$ cat src/rtl/arith_stream_sequencer.sv
// Port-B sequencer for the HPS/arith dual-port RAM: fetches operand pairs, hands them to the
// online-arithmetic datapath over valid/ready, and writes each result back to the RAM.
module arith_stream_sequencer #(
   parameter int unsigned DATA_WIDTH = 32,
   parameter int unsigned ADDR_WIDTH = 11
) (
   input  logic                  ram_clock,
   input  logic                  resetn,
   input  logic                  start,
   input  logic [ADDR_WIDTH-1:0] count,
   input  logic [ADDR_WIDTH-1:0] base_a,
   input  logic [ADDR_WIDTH-1:0] base_b,
   input  logic [ADDR_WIDTH-1:0] base_r,
   output logic [ADDR_WIDTH-1:0] addr_arith,
   output logic [DATA_WIDTH-1:0] data_arith,
   output logic                  we_arith,
   input  logic [DATA_WIDTH-1:0] q_arith,
   output logic                  op_valid,
   input  logic                  op_ready,
   output logic [DATA_WIDTH-1:0] op_a,
   output logic [DATA_WIDTH-1:0] op_b,
   input  logic                  res_valid,
   input  logic [DATA_WIDTH-1:0] res_data,
   output logic                  busy,
   output logic                  done,
   output logic [ADDR_WIDTH-1:0] elem_idx,
   output logic                  res_unexpected
);

   localparam logic [ADDR_WIDTH-1:0] IDX_ONE = ADDR_WIDTH'(1);

   typedef enum logic [2:0] {
      IDLE     = 3'd0,
      RD_A     = 3'd1,
      RD_B     = 3'd2,
      CAP_B    = 3'd3,
      ISSUE    = 3'd4,
      WAIT_RES = 3'd5,
      WRITE    = 3'd6,
      DONE     = 3'd7
   } state_t;

   state_t                state, state_n;
   logic [ADDR_WIDTH-1:0] count_q, count_n;
   logic [ADDR_WIDTH-1:0] base_a_q, base_a_n;
   logic [ADDR_WIDTH-1:0] base_b_q, base_b_n;
   logic [ADDR_WIDTH-1:0] base_r_q, base_r_n;
   logic [ADDR_WIDTH-1:0] addr_n;
   logic [DATA_WIDTH-1:0] data_n;
   logic                  we_n;
   logic                  op_valid_n;
   logic [DATA_WIDTH-1:0] op_a_n, op_b_n;
   logic                  busy_n, done_n;
   logic [ADDR_WIDTH-1:0] idx_n, idx_inc;
   logic                  unexp_n;

   // State and registered outputs; reset drops we_arith immediately so no partial write occurs.
   always_ff @(posedge ram_clock or negedge resetn) begin
      if (!resetn) begin
         state          <= IDLE;
         count_q        <= '0;
         base_a_q       <= '0;
         base_b_q       <= '0;
         base_r_q       <= '0;
         addr_arith     <= '0;
         data_arith     <= '0;
         we_arith       <= 1'b0;
         op_valid       <= 1'b0;
         op_a           <= '0;
         op_b           <= '0;
         busy           <= 1'b0;
         done           <= 1'b0;
         elem_idx       <= '0;
         res_unexpected <= 1'b0;
      end else begin
         state          <= state_n;
         count_q        <= count_n;
         base_a_q       <= base_a_n;
         base_b_q       <= base_b_n;
         base_r_q       <= base_r_n;
         addr_arith     <= addr_n;
         data_arith     <= data_n;
         we_arith       <= we_n;
         op_valid       <= op_valid_n;
         op_a           <= op_a_n;
         op_b           <= op_b_n;
         busy           <= busy_n;
         done           <= done_n;
         elem_idx       <= idx_n;
         res_unexpected <= unexp_n;
      end
   end

   // Next state plus the output values that belong to the state being entered.
   always_comb begin
      state_n    = state;
      count_n    = count_q;
      base_a_n   = base_a_q;
      base_b_n   = base_b_q;
      base_r_n   = base_r_q;
      addr_n     = addr_arith;
      data_n     = data_arith;
      we_n       = 1'b0;
      op_valid_n = op_valid;
      op_a_n     = op_a;
      op_b_n     = op_b;
      busy_n     = busy;
      done_n     = 1'b0;
      idx_n      = elem_idx;
      unexp_n    = res_unexpected;
      idx_inc    = elem_idx + IDX_ONE;

      case (state)
         IDLE: begin
            if (start) begin
               count_n  = count;
               base_a_n = base_a;
               base_b_n = base_b;
               base_r_n = base_r;
               idx_n    = '0;
               unexp_n  = 1'b0;
               if (count == '0) begin
                  state_n = DONE;
                  done_n  = 1'b1;
               end else begin
                  state_n = RD_A;
                  busy_n  = 1'b1;
                  addr_n  = base_a;
               end
            end
         end
         RD_A: begin
            state_n = RD_B;
            addr_n  = base_b_q + elem_idx;
         end
         RD_B: begin
            state_n = CAP_B;
            op_a_n  = q_arith;
         end
         CAP_B: begin
            state_n    = ISSUE;
            op_b_n     = q_arith;
            op_valid_n = 1'b1;
         end
         ISSUE: begin
            if (op_ready) begin
               state_n    = WAIT_RES;
               op_valid_n = 1'b0;
            end
         end
         WAIT_RES: begin
            if (res_valid) begin
               state_n = WRITE;
               data_n  = res_data;
               addr_n  = base_r_q + elem_idx;
               we_n    = 1'b1;
            end
         end
         WRITE: begin
            idx_n = idx_inc;
            if (idx_inc == count_q) begin
               state_n = DONE;
               done_n  = 1'b1;
               busy_n  = 1'b0;
            end else begin
               state_n = RD_A;
               addr_n  = base_a_q + idx_inc;
            end
         end
         DONE: begin
            state_n = IDLE;
         end
         default: begin
            state_n = IDLE;
         end
      endcase

      // A result strobe outside WAIT_RES is dropped but remembered.
      if (res_valid && (state != WAIT_RES)) begin
         unexp_n = 1'b1;
      end
   end

endmodule
$ cat config.mk
export PLATFORM = sky130hd
export DESIGN_NAME = arith_stream_sequencer
export DESIGN_NICKNAME = d
export VERILOG_FILES = /design/src/rtl/arith_stream_sequencer.sv
export SDC_FILE = /design/constraint.sdc
export NUM_CORES = 1
export LEC_CHECK = 0
export ABC_CLOCK_PERIOD_IN_PS = 4000
export CAP_MARGIN = 10
export CORE_UTILIZATION = 25
export CTS_CLUSTER_SIZE = 28
export DETAILED_ROUTE_END_ITERATION = 7
export PLACE_DENSITY = 0.46
export SYNTH_ARGS = -nofsm -noshare
export SYNTH_HDL_FRONTEND = slang
export SYNTH_SLANG_ARGS = --single-unit
export TNS_END_PERCENT = 50
$ cat constraint.sdc
create_clock -name ram_clock -period 4 [get_ports ram_clock]
set_input_delay 1.2 -clock ram_clock [delete_from_list [all_inputs] [get_ports ram_clock]]
set_output_delay 1.2 -clock ram_clock [all_outputs]
set_load 0.02 [all_outputs]
==> results of run 1 <==
cell type report:
| cell class | count | area [µm²] | share of cell area [%] |
|---|---|---|---|
| clock inverters | 15 | 178 | 1.54 |
| clock buffers | 17 | 425 | 3.69 |
| well taps | 402 | 503 | 4.37 |
| flip-flops and latches | 170 | 4250 | 36.9 |
| inverters | 12 | 45.0 | 0.391 |
| multi-input cells | 501 | 3620 | 31.4 |
| repair buffers | 248 | 2490 | 21.6 |
stage by stage:
stage	setup slack (ns)	total power [µW]	area [µm²]	utilization (%)
global route	0.397	10100	11500	36.4
floorplan	0.646	5770	8060	-
finish	0.673	9440	11500	36.4
CTS	0.648	9610	11500	36.4
global placement	0.532	7800	10900	34.5
detailed placement	0.498	7810	10900	34.5
logic make-up (layout without fill, tap and decap cells):
logic type / after synthesis / after routing / synth area share (%)
multiplexers: 120 / 120 / 17.1
buffers and inverters: 48 / 292 / 2.36
XOR/XNOR: 37 / 37 / 4.47
flip-flops: 170 / 170 / 52.8
adder cells (fa/ha/maj): 24 / 24 / 3.91
AND/OR/NAND/NOR: 243 / 243 / 13.1
AO/OA/AOI/OAI: 77 / 77 / 6.24
placed cells by master (no fill, tap or decap), drive strengths merged, types with 11 or more instances in the layout:
master         count
clkdlybuf4s50    234
nand3             11
buf               14
dfrtp            170
ha                22
xnor2             17
mux2             116
o21ai             27
a21oi             12
xor2              18
inv               18
nor2              30
nand2            165
clkbuf            17
synthesized netlist by cell type (all sizes together) (5+ instances only):
library cell and count:
nand2b 5, xor2 18, nand3 11, dfrtp 170, clkbuf 26, inv 11
nor2b 6, nor3 7, nand2 165, nor2 30, a21o 5, ha 22
o21ai 27, mux2 116, buf 10, a21oi 12, xnor2 17
critical path: cells and delay by family (launching register included):
family	cells	cell delay, ns
compound gates	4	0.98
fa+ha+maj	2	0.69
flops	1	0.51
xor+xnor	2	0.49
mux	1	0.32
simple gates	1	0.11
buf+inv	1	0.10
power groups by stage:
stage / Sequential [µW] / Clock (µW) / Combinational (µW)
after detailed placement: 3050 / 0 / 4760
after floorplan: 3680 / 0 / 2090
final: 3020 / 1720 / 4700
after CTS: 3040 / 1790 / 4780
after global routing: 3140 / 1860 / 5090
after global placement: 3040 / 0 / 4760
worst paths after layout:
kind,end,from,slack (ns)
min in group asynchronous,addr_arith[3],resetn,0.78
max in group asynchronous,base_b_q[0],resetn,2.41
max reg2reg,addr_arith[10],elem_idx[0],0.67
max,addr_arith[10],elem_idx[0],0.67
min,base_b_q[7],base_b_q[7],0.47
min reg2reg,base_b_q[7],base_b_q[7],0.47
metal layers:
metal	global-route usage [%]	up-vias	part of all wire (%)
li1	-	2926	-
met2	23.2	170	46
met1	19.0	2873	44
met4	4.41	4	1.2
met5	0	-	0.097
met3	5.88	22	8.2
==> impl_results.md, run 1 <==
* FILL cells at 3157
* # DRC at 0
* Fin crit period at about 3.3 ns
* Pleak at 0.00511 µW
* TritonCTS clock tree: done
* Hold Slack at 0.470 ns
* Clock transition at path regs at about 0.07 ns
* Port bufs at between 200 and 250
* Netlist cell types at slightly above 60
* Fmax at between 0.3 and 0.4 GHz
* Vias in the first global route at ~6300
* Worst relative slew slack at around a third
* Hold Crit Depth at 2
* Syn_area_per_cell at 11.2 µm²
* Post-CTS sizing at 0
* Total GRT Usage at 14.9%
* GRT overflow at 0
* CP required at 4.32 ns
* Largest net degree at the start of global routing at between 70 and 80
* Avg WL per Cell at 17.4 µm
* Layout Skew at approximately 0.012 ns
* Crit path DAT at between 3 and 4 ns
* Max Slew Vio Count at 0
* Crit. End Element: register
* Layout area overhead at 42.9%
* Combinational power share at around half
* Cell Count Post-Placement at 1333
* Post-CTS setup buffers at 0
* Ant. Diodes at 0
* Post-DP HPWL at about 17 mm
* Peak VDD IR at 0.443 mV
* Initial antenna violation count at 2
* Status: finished, final reports clean
* P_sw at between 3000 and 4000 µW
* Critical path class: reg2reg
* Clock Path Buffers at 2
* Die Y at ~180 µm
* Clk_lat worst skew at about 0.44 ns
* Worst path slowest cell: dfrtp_1
* Share of cells above drive strength 1 at roughly 17%
* Sequential share of power at about a third
* Power Internal at 5780 µW
* Initial core utilization at between 20% and 30%
* First-pass GRT wire length at ~37 mm
* Synth area leaders: dfrtp_1 (53%), mux2_2 (14%), nand2_1 (7.7%), ha_1 (3.4%), xnor2_1 (1.8%)
* Final setup viols at 0
* Worst Hold Class: reg2reg
* Yosys top cell by area: dfrtp_1
* Hold buffers post-CTS at 0
* Syn Inst Count at around 720
* Fin crit share at between 80% and 90%
* Main synth FF type: dfrtp_1
* Detailed Route Iter0 Violations at around 270
* Max incr delay on CP at 0.51 ns
* Worst reg2reg path depth at 11
* Asr flop ratio synth at 100%
* Site Rows at between 60 and 70
* Via Count at between 5000 and 6000
* Yosys reg bits at between 150 and 200
* Max-capacitance violation count at 0
* Number of H-tree levels at 4
* Area of the die at ~0.033 mm²
* Drt pass-1 iters at 4
* Die width at about 180 µm
* Root buffer cell: clkbuf_16
* Setup crit start kind: register
* Final WL at around 24 mm
* Core area at approximately 0.032 mm²
* Share of the synthesized area in the top cell type at 52.8%
* Actual slew at the worst max-slew pin at 0.977 ns
* Nets@finish at approximately 1100
* Routed vias/inst at about 4.4
* Net Count, Synth at ~860
* RSZ-0062 raised after global routing: no
* Pwr dens at 820 mW/mm²
* Post-Layout Cell Count at 1365
* Clock network power share at 18.2%
* Cell area after synthesis at between 0.008 and 0.009 mm²
* Inserted Clock Buffers at 17
* I/O pins at 236
* Routed Antenna Nets at 0
* Gp weighted congestion at approximately 0.8
* Warnings, synthesis at 0
* Switching share of power at 38.7%
* Endpoints failing hold at 0
* TNS Setup at 0 ns
* Register area share after synthesis at 52.8%
* Biggest regs: data_arith (32), op_a (32), op_b (32)
* Number of synthesized flops with an enable pin at 0
* Max FO, Critical Path at 10
* CP Cell Sequence: ha_1 -> xnor2_1 -> inv_1 -> ha_1 -> a211oi_1 -> nor2_1 -> o311ai_1 -> o21ai_0 -> xnor2_1 -> o221ai_1 -> mux2_1
* Clock sink total at between 150 and 200
Power figures use the tool's default switching activity.
==> run 2: changes to the inputs <==
ABC_CLOCK_PERIOD_IN_PS = 3200   (was 4000)
clock period = 3.2 ns   (was 4 ns; I/O delays follow)
==> run 2 against run 1 <==
First-iteration DRC count rose by 3.8%. Non-clock buffer count rose by 20. Cell count grew 1.5%. Via count rose by 1.4%. Maximum frequency increased by 10%. Utilization is 0.50 points higher. Routed wire length is 2.2% higher. Sequential power increased by 24%. Sequential share of layout area shrank 0.50 points. Highest routed layer unchanged.
==> impl_results.md, run 2 (same netlist as run 1, synthesis figures left out) <==
* Status: finished, final reports clean
* Actual slew at the worst max-slew pin at 0.953 ns (-0.0244 ns)
* Buf/Inv on CP at 0 (-1)
* Biggest regs: data_arith (32), op_a (32), op_b (32)
* Worst Hold Class: in2async
* Ant. Diodes at 0 (unchanged)
* GRT overflow at 0 (unchanged)
* First-pass GRT wire length at 38.0 mm (+2.4%)
* TritonCTS clock tree: done
* # DRC at 0 (unchanged)
* Final WS setup at 0.180 ns (-0.494 ns)
* Max FO, Critical Path at 6 (-4)
* Root buffer cell: clkbuf_16
* Nets@finish at 1107 (+1.8%)
* Worst r2r src: elem_idx[2]
* Die Y at 182 µm (unchanged)
* Layout Skew at 0.0167 ns (+0.00513 ns)
* Routed vias/inst at 4.39 (about the same)
* Via Count at 6080 (+1.4%)
* Largest delay share family, worst path: simple AND/OR/NAND/NOR gates
* Total GRT Usage at 15.2% (+0.28 points)
* Clock sink total at 170 (unchanged)
* Max incr delay on CP at 0.49 ns (-0.02 ns)
* Gp weighted congestion at 0.830 (+2.3%)
* Final WL at 24.2 mm (+2.2%)
* Layout area overhead at 44.9%
* Clk_lat worst skew at 0.45 ns (about the same)
* Area of the die at 0.0330 mm² (unchanged)
* I/O pins at 236 (unchanged)
* Fin crit share at 94.4% (+11 points)
* Peak VDD IR at 0.460 mV (+3.7%)
* R2R Setup Slk at 0.18 ns (-0.49 ns)
* Pleak at 0.00520 µW (+1.9%)
* Post-DP HPWL at 17.6 mm (+2.8%)
* Inserted Clock Buffers at 17 (unchanged)
* Port bufs at 235 (unchanged)
* Vias in the first global route at 6416 (+1.6%)
* Worst path slowest cell: dfrtp_1
* Post-CTS setup buffers at 0 (unchanged)
* Number of H-tree levels at 4 (unchanged)
* Initial core utilization at 25.5% (unchanged)
* CP required at 3.52 ns (-0.80 ns)
* Pwr dens at 1020 mW/mm² (+24%)
* Commonest non-fill, non-tap cell in the layout: clkdlybuf4s50_1
* Routed Antenna Nets at 0 (unchanged)
* Share of cells above drive strength 1 at 19.0% (+1.9 points)
* Avg WL per Cell at 17.5 µm (+0.73%)
* Worst relative slew slack at 36.4% (+1.6 points)
* CP Cell Sequence: and4_1 -> nand2_1 -> xnor2_1 -> ha_1 -> or3_1 -> or2_2 -> o311ai_2 -> o21ai_0 -> xnor2_1 -> o221ai_1 -> mux2_1
* Commonest non-fill, non-tap cells in the layout: clkdlybuf4s50_1 (234), dfrtp_1 (170), nand2_1 (164)
* Crit. End Element: register
* Max-capacitance violation count at 0 (unchanged)
* Critical path class: reg2reg
* Clock Path Buffers at 2 (unchanged)
* Crit path DAT at 3.34 ns (-0.31 ns)
* Fmax at 0.331 GHz (+10%)
* Final setup viols at 0 (unchanged)
* Core area at 0.0316 mm² (unchanged)
* Site Rows at 65 (unchanged)
* Die width at 182 µm (unchanged)
* Clock transition at path regs at 0.08 ns (about the same)
* Place WS at -0.0527 ns (-0.550 ns)
* Max Slew Vio Count at 0 (unchanged)
* Setup crit start kind: register
* Post-Route Utilization at 36.9% (+0.50 points)
* Drt pass-1 iters at 4 (unchanged)
* Reg2reg end: addr_arith[10]
* Worst reg2reg path depth at 11 (unchanged)
* Most common cell on crit path: xnor2_1
* Fin crit period at 3.02 ns (-0.306 ns)
* Detailed Route Iter0 Violations at 275 (+3.8%)
* Endpoints failing hold at 0 (unchanged)
* Largest net degree at the start of global routing at 64 (-11%)
* Initial antenna violation count at 1 (-1)
## run 2: changes by cell type in the layout (fill, tap and decap cells not counted), sizes merged
cell / before / now
inv: 18 / 17
bufinv: 1 / 0
buf: 14 / 34
clkbuf: 17 / 19
## run 2: layout make-up
class	count	area (µm²)
fillers	3149	20000
flip-flops and latches	170	4250
multi-input cells	501	3630
repair buffers	268	2640
well taps	402	503
clock buffers	19	453
clock inverters	13	149
inverters	12	45.0
## run 2: how the worst max path moves through the flow
| stage | start | to | slack [ns] | cells past startpoint |
|---|---|---|---|---|
| 3_3_place_gp | count[4] | addr_arith[10] | -0.02 | 8 |
| 2_1_floorplan | state[0] | addr_arith[10] | 0.03 | 16 |
| 6_report | elem_idx[2] | addr_arith[10] | 0.18 | 11 |
| 4_1_cts | elem_idx[2] | addr_arith[10] | 0.14 | 11 |
| 5_1_grt | elem_idx[2] | addr_arith[8] | -0.005 | 12 |
| 3_5_place_dp | count[4] | addr_arith[10] | -0.05 | 8 |
## run 2: stage by stage
| stage | hold slack (ns) | instances | area, µm² | setup TNS (ns) | total power (µW) |
|---|---|---|---|---|---|
| 3_5_place_dp | 0.461 | 1353 | 11100 | -0.231 | 9870 |
| 4_1_cts | 0.411 | 1385 | 11700 | 0 | 12100 |
| 2_1_floorplan | 0.440 | 719 | 8060 | 0 | 7220 |
| 6_report | 0.422 | 1385 | 11700 | 0 | 11900 |
| 5_1_grt | 0.425 | 1385 | 11700 | -0.00533 | 12700 |
| 3_3_place_gp | 0.454 | 1353 | 11100 | -0.0212 | 9860 |
## run 2: what timing repair did
item                                    4_1_cts  5_1_grt
hold buffers                                  0        0
gates resized for setup                       0        2
endpoints found under the setup margin        0        3
## run 2: metal layers
layer  vias to the layer above  track usage (%)  part of all wire (%)
met5                         -                0                 0.054
met2                       159             23.9                    46
met4                         2             3.69                  0.80
met3                        16             6.54                   7.8
met1                      2939             19.1                    45
li1                       2964                -                     -
## run 2: worst register-to-register path, cell delays in order, from the launching register on
cell and delay, ns:
dfrtp_1 0.49, and4_1 0.25, nand2_1 0.13, xnor2_1 0.16
ha_1 0.20, or3_1 0.42, or2_2 0.32, o311ai_2 0.11
o21ai_0 0.18, xnor2_1 0.18, o221ai_1 0.13, mux2_1 0.31
## run 2: power breakdown
group	switching, µW	internal, µW
Combinational	3020	3010
Clock	1050	1090
Sequential	575	3160
==> run 3: changes to the inputs <==
MAX_ROUTING_LAYER = met4   (was not set)
==> run 3 against run 2 <==
Maximum frequency rose by 0.47%. Die area did not move. Largest cell class unchanged. Register-to-register slack barely moved. First-iteration DRC count fell by 0.73%. Worst hold slack got worse by 0.0012 ns.
==> impl_results.md, run 3 (same netlist as run 1, synthesis figures left out) <==
* Status: finished, final reports clean
* Routed Antenna Nets at 0 (unchanged)
* Clk_lat worst skew at 0.44 ns (about the same)
* Reg2reg end: addr_arith[10]
* Final instance area at 0.0117 mm² (about the same)
* Final setup viols at 0 (unchanged)
* Final WL at 24.3 mm (+0.17%)
* Worst reg2reg path depth at 11 (unchanged)
* Drt pass-1 iters at 4 (unchanged)
* Commonest non-fill, non-tap cells in the layout: clkdlybuf4s50_1 (234), dfrtp_1 (169), nand2_1 (164)
* Pleak at 0.00520 µW (about the same)
* R2R Setup Slk at 0.19 ns (about the same)
* Initial antenna violation count at 1 (unchanged)
* Placed cell areas at 0.0111 mm² (unchanged)
* Biggest regs: data_arith (32), op_a (32), op_b (32)
* Crit path DAT at 3.32 ns (-0.02 ns)
* Worst Hold Class: in2async
* Die Y at 182 µm (unchanged)
* Gp weighted congestion at 0.843 (+1.5%)
* Share of cells above drive strength 1 at 19.1% (+0.10 points)
* Endpoints failing hold at 0 (unchanged)
* TritonCTS clock tree: done
* Commonest non-fill, non-tap cell in the layout: clkdlybuf4s50_1
* Number of H-tree levels at 4 (unchanged)
* I/O pins at 236 (unchanged)
* Nets@finish at 1107 (unchanged)
* Fin crit period at 3.01 ns (-0.0141 ns)
* Clock sink total at 170 (unchanged)
* Port bufs at 235 (unchanged)
* RSZ-0062 raised after global routing: no
* Pwr Total at 11900 µW (about the same)
* Area of the die at 0.0330 mm² (unchanged)
* Inserted Clock Buffers at 17 (unchanged)
* Layout Skew at 0.0179 ns (+0.00117 ns)
* Cell Count Post-Placement at 1353 (unchanged)
* Vias in the first global route at 6446 (+0.47%)
* Routed vias/inst at 4.41 (+0.36%)
* Clock transition at path regs at 0.07 ns (about the same)
* Max FO, Critical Path at 7 (+1)
* Post-Layout Cell Count at 1386 (+0.072%)
* Final WS setup at 0.194 ns (+0.0141 ns)
* Post-DP HPWL at 17.6 mm (unchanged)
* Fmax at 0.333 GHz (+0.47%)
* CP required at 3.51 ns (about the same)
* Critical path class: reg2reg
* Clock Path Buffers at 2 (unchanged)
* Clock network power share at 17.9% (about the same)
* Power Internal at 7260 µW (about the same)
* Crit path to: addr_arith[10]
* Peak VDD IR at 0.461 mV (+0.28%)
* Max-capacitance violation count at 0 (unchanged)
* Fin crit share at 93.9% (-0.44 points)
* Root buffer cell: clkbuf_16
* Crit. End Element: register
* Initial core utilization at 25.5% (unchanged)
* Max Slew Vio Count at 0 (unchanged)
* First-pass GRT wire length at 37.8 mm (-0.36%)
* Site Rows at 65 (unchanged)
* Via Count at 6106 (+0.43%)
* Actual slew at the worst max-slew pin at 0.940 ns (-0.0127 ns)
* Combinational power share at 50.7% (about the same)
* Layout area overhead at 44.9% (about the same)
* Largest net degree at the start of global routing at 64 (unchanged)
* Critical Path Start: elem_idx[5]
* Core area at 0.0316 mm² (unchanged)
* Register area at 0.00426 mm² (about the same)
* GRT overflow at 0 (unchanged)
* FILL cells at 3150 (+0.032%)
* Area occupied by multi-input gates at 0.00363 mm² (unchanged)
* Post-Route Utilization at 36.9% (about the same)
* Worst relative slew slack at 37.3% (+0.85 points)
* Total GRT Usage at 15.7% (+0.46 points)
* Pwr dens at 1020 mW/mm² (about the same)
* Switching share of power at 39.0% (about the same)
* # DRC at 0 (unchanged)
* Setup crit start kind: register
* Worst r2r src: elem_idx[5]
* Die width at 182 µm (unchanged)
* Place WS at -0.0527 ns (unchanged)
* P_sw at 4640 µW (about the same)
* Detailed Route Iter0 Violations at 273 (-0.73%)
* Avg WL per Cell at 17.5 µm (about the same)
* Sequential share of power at 31.4% (about the same)
run 3: changes by cell type in the layout (fill, tap and decap cells not counted):
cell / before / now
diode_2: 0 / 1
dfrtp_2: 0 / 1
dfrtp_1: 170 / 169
run 3: metrics by stage:
stage,TNS [ns],hold WS [ns]
2_1_floorplan,0,0.440
3_3_place_gp,-0.0212,0.454
3_5_place_dp,-0.231,0.461
4_1_cts,0,0.411
5_1_grt,0,0.427
6_report,0,0.421
run 3: worst max-delay path: stages (launching register included):
cell and delay [ns]:
dfrtp_1 0.47, and4_1 0.24, nand2_1 0.13, xnor2_1 0.16, ha_1 0.20, or3_1 0.42
or2_2 0.32, o311ai_2 0.11, o21ai_0 0.18, xnor2_1 0.18, o221ai_1 0.13, mux2_1 0.32
run 3: power groups by stage:
stage	Combinational, µW	Sequential, µW	Clock, µW
after global routing	6510	3890	2300
after floorplan	2620	4600	0
after CTS	6120	3750	2220
after detailed placement	6090	3770	0
final	6030	3740	2130
after global placement	6100	3760	0
run 3: worst min path at each step:
| stage | from | end | slack (ns) | cells past startpoint |
|---|---|---|---|---|
| 2_1_floorplan | base_b_q[0] | base_b_q[0] | 0.44 | 2 |
| 3_3_place_gp | base_b_q[5] | base_b_q[5] | 0.45 | 2 |
| 3_5_place_dp | base_r_q[8] | base_r_q[8] | 0.46 | 2 |
| 4_1_cts | resetn | data_arith[24] | 0.41 | 1 |
| 5_1_grt | resetn | elem_idx[1] | 0.43 | 1 |
| 6_report | resetn | base_a_q[3] | 0.42 | 1 |
run 3: repair_timing:
item                                    in CTS  in global routing
setup buffers                                0                  0
endpoints found under the hold margin        0                  0
endpoints found under the setup margin       0                  3
hold buffers                                 0                  0
resized for setup                            0                  3
run 3: area by class of cell:
type | instances | area share [%]
tap | 402 | 4.31
clock inverter | 13 | 1.28
inverter | 12 | 0.386
clock buffer | 19 | 3.88
timing repair buffer | 268 | 22.6
antenna | 1 | 0.0214
multi-input combinational | 501 | 31.1
sequential | 170 | 36.4
run 3: layer usage:
metal | track usage [%] | part of all wire [%] | vias up
met5 | - | 0 | -
met4 | 3.69 | 0.77 | 0
met3 | 6.04 | 7.6 | 14
met2 | 23.9 | 47 | 160
met1 | 19.4 | 45 | 2966
li1 | - | - | 2966
